`src/rtl/sat_counter.sv`:
```
// rtl/sat_counter.sv - saturating up-counter with synchronous clear
module sat_counter #(
  parameter int W = 8
) (
  input  logic         i_clk,
  input  logic         i_rst,
  input  logic         i_clr,
  input  logic         i_inc,
  output logic [W-1:0] o_count
);

  logic [W-1:0] r_count;

  // a clear coinciding with an increment keeps that one event
  always_ff @(posedge i_clk or posedge i_rst) begin
    if (i_rst) begin
      r_count <= '0;
    end else if (i_clr) begin
      r_count <= i_inc ? W'(1) : '0;
    end else if (i_inc && (r_count != '1)) begin
      r_count <= r_count + W'(1);
    end
  end

  assign o_count = r_count;

endmodule

```
`config.mk`:
```
export PLATFORM = sky130hd
export DESIGN_NAME = sat_counter
export DESIGN_NICKNAME = d
export VERILOG_FILES = /design/src/rtl/sat_counter.sv
export SDC_FILE = /design/constraint.sdc
export NUM_CORES = 1
export LEC_CHECK = 0
export ABC_CLOCK_PERIOD_IN_PS = 2900
export CORE_AREA = 2 2 39 41
export DETAILED_ROUTE_END_ITERATION = 12
export DIE_AREA = 0 0 41 43
export DONT_BUFFER_PORTS = 1
export PLACE_DENSITY = 0.47
export REMOVE_ABC_BUFFERS = 1
export SYNTH_ARGS = -nofsm -noshare
export SYNTH_HDL_FRONTEND = slang
export SYNTH_SLANG_ARGS = --single-unit
export TNS_END_PERCENT = 5
```
`constraint.sdc`:
```
create_clock -name i_clk -period 2.9 [get_ports i_clk]
set_input_delay 0.87 -clock i_clk [delete_from_list [all_inputs] [get_ports i_clk]]
set_output_delay 0.87 -clock i_clk [all_outputs]
set_load 0.02 [all_outputs]
```
==> results.py <==
metrics = {
    "outcome": {
        "status": "finished, final reports clean",
    },
    "sta": {
        "hold_viol": 0,
        "layout_setup_ws_ps": 1210,
        "max_freq_mhz": 591,
        "worstMarginPinSlew_ps": 385,
        "fin_crit_sh_pct": 58.3,
        "max_slew_margin_pct": 74.3,
        "setup_violations": 0,
        "rsz0062_at_grt": "false",
        "period_minus_slack_ps": 1690,
        "slew_violations": 0,
        "skew_ps": 2.39,
        "setup_tns_ps": 0,
    },
    "synthesis": {
        "syn_area_sq_um": 450,
        "ys_types": 24,
        "synth_top_cell_area_share_pct": 44.4,
        "yosysMostFrequentCell": "dfrtp_1",
        "syn_area_per_cell_sq_um": 9.58,
        "yosysSeqAreaShare_pct": 44.4,
        "yosys-top-cells-count": "8 x dfrtp_1, 6 x nand2_1, 4 x inv_1",
        "synth-async-reset-ratio_pct": 100,
        "syn_inst": 47,
        "ys_seq_elements": 8,
        "synth_top_area_cell": "dfrtp_1",
        "yosys_warnings": 0,
        "synth.area.top_cells": "dfrtp_1 44%, a211oi_1 5.0%, nand2_1 5.0%, a21oi_1 3.3%, nand3_1 3.3%",
        "synthFlopType": "dfrtp_1",
        "synth_edf_count": 0,
    },
    "power": {
        "pwr-share-clk_pct": 37.1,
        "pwr-share-comb_pct": 7.0,
        "seqPwrFrac_pct": 55.9,
        "p_int_mw": 0.170,
        "peakVddDrop_v": 0.000218,
        "p_leak_nw": 0.204,
        "p_switching_mw": 0.0589,
        "powerDensity_nw_per_um2": 463,
        "swShare_pct": 25.8,
    },
    "clock_tree": {
        "cts.sinks": 8,
        "cts.htree.levels": 1,
        "numCtsBuffers": 3,
        "holdBufCountCts": 0,
        "cts_root_buf": "clkbuf_4",
        "clk_path_buf_depth": 2,
        "path_clk_slew_ps": 60,
        "cts_resized": 0,
        "clkLatencyLatePin_ps": 250,
        "tritoncts": "yes",
        "cts_setup_buffers": 0,
    },
    "route": {
        "drt_iter0_markers": 19,
        "vias": 396,
        "routedWlPerCell_um": 15.2,
        "vias_per_cell": 6.00,
        "wl_met2_um": 468,
        "met3WireLength_um": 129,
        "drc_errors": 0,
        "dr.pass1.iters": 4,
        "met1_length_um": 402,
        "postRouteAntennaNets": 0,
        "routed_wl_mm": 1.01,
        "top_layer_used": "met4",
    },
    "grt": {
        "grt_pass1_vias": 362,
        "grt_usage_pct": 14.3,
        "grt-ovfl-total": 0,
        "grt_pass1_wl_mm": 1.68,
        "grt_max_degree": 9,
        "antenna_found_initial": 0,
    },
    "die": {
        "die_h_um": 43,
        "core_area_sq_um": 1380,
        "start_util_pct": 32.5,
        "pin_count": 12,
        "dieWidth_um": 41,
        "rows": 14,
        "dieArea_sq_um": 1760,
    },
    "critical_path": {
        "arrival_ps": 820,
        "cp.required_ps": 2030,
        "cp-end-kind": "output port",
        "worst-path-stages": 0,
        "rr_worst_depth": 4,
        "start_kind": "flop",
        "critPathKind": "flop to output port",
        "cp_max_fo": 7,
    },
    "cells_and_area": {
        "nFillCells": 132,
        "largest_reg_flops": 8,
        "drive_gt1_share_pct": 10.0,
        "final_net_count": 57,
        "post-route-util_pct": 35.6,
        "num_antenna_cells": 0,
        "areaGrowthSynthToFinish_pct": 9.44,
    },
    "worst_hold_path": {
        "min_path_type": "primary input to asynchronous set/reset pin",
    },
    "place": {
        "gp_congestion": 0.775,
        "dp_hpwl_um": 746,
        "place_ws_ps": 1260,
        "port_buffers": 0,
    },
    "run": {
        "maxCapViolations": 0,
    },
}
==> layout by cell type (no fill, tap or decap), types with 2 or more instances in the layout <==
cell,Yosys,final
nand4_1,2,2
nand3_1,3,3
o21ai_0,2,2
a21oi_1,3,3
nand2_1,6,6
inv_1,4,4
dfrtp_1,8,8
clkbuf_4,0,3
a211oi_1,3,3
==> layout make-up <==
class	instances	area, sq um	share of cell area (%)
well taps	16	20.0	4.06
clock buffers	3	22.5	4.57
flip-flops and latches	8	200	40.6
inverters	4	15.0	3.05
multi-input cells	35	235	47.7
==> worst paths after layout <==
kind	end	startpoint	slack, ps
worst max-delay path	o_count[2]	o_count[2]	1210
worst min-delay path	o_count[6]	i_rst	450
worst max register to register	o_count[7]	o_count[0]	1220
worst min register to register	o_count[1]	o_count[1]	700
max in group asynchronous	o_count[7]	i_rst	2210
min in group i_clk	o_count[4]	i_clr	680
==> routing by layer <==
layer / vias to the layer above / GRT usage [%]
met3: 2 / 6.28
met2: 19 / 17.8
met5: - / 0
li1: 191 / -
met1: 184 / 19.1
met4: 0 / 10.0
==> cell families (layout without fill, tap and decap cells) <==
logic type	count (synthesis)	after routing	synth area share, %
adder cells (fa/ha/maj)	1	1	2.78
buffers and inverters	4	7	3.33
flip-flops	8	8	44.4
multiplexers	1	1	2.22
AO/OA/AOI/OAI	15	15	24.4
AND/OR/NAND/NOR	18	18	22.8
==> stage by stage <==
stage / std cells / hold slack [ps] / cell area (sq um) / power [mW]
floorplan: 47 / 646 / 450 / 0.141
global placement: 63 / 680 / 470 / 0.145
detailed placement: 63 / 698 / 470 / 0.146
CTS: 66 / 455 / 493 / 0.230
global route: 66 / 451 / 493 / 0.246
finish: 66 / 451 / 493 / 0.228
==> power groups by stage <==
stage | logic [mW] | registers, mW | clock network [mW]
after CTS | 0.0164 | 0.128 | 0.0865
after global routing | 0.0194 | 0.128 | 0.0985
after floorplan | 0.0134 | 0.128 | 0
after global placement | 0.0160 | 0.129 | 0
after detailed placement | 0.0163 | 0.129 | 0
final | 0.0160 | 0.128 | 0.0848
==> worst reg2reg max path: stages, from the launching register on <==
cell      delay (ps)
dfrtp_1          490
ha_1             310
and3_1           260
o311ai_0         350
o41ai_1          130
Power figures use the tool's default switching activity.
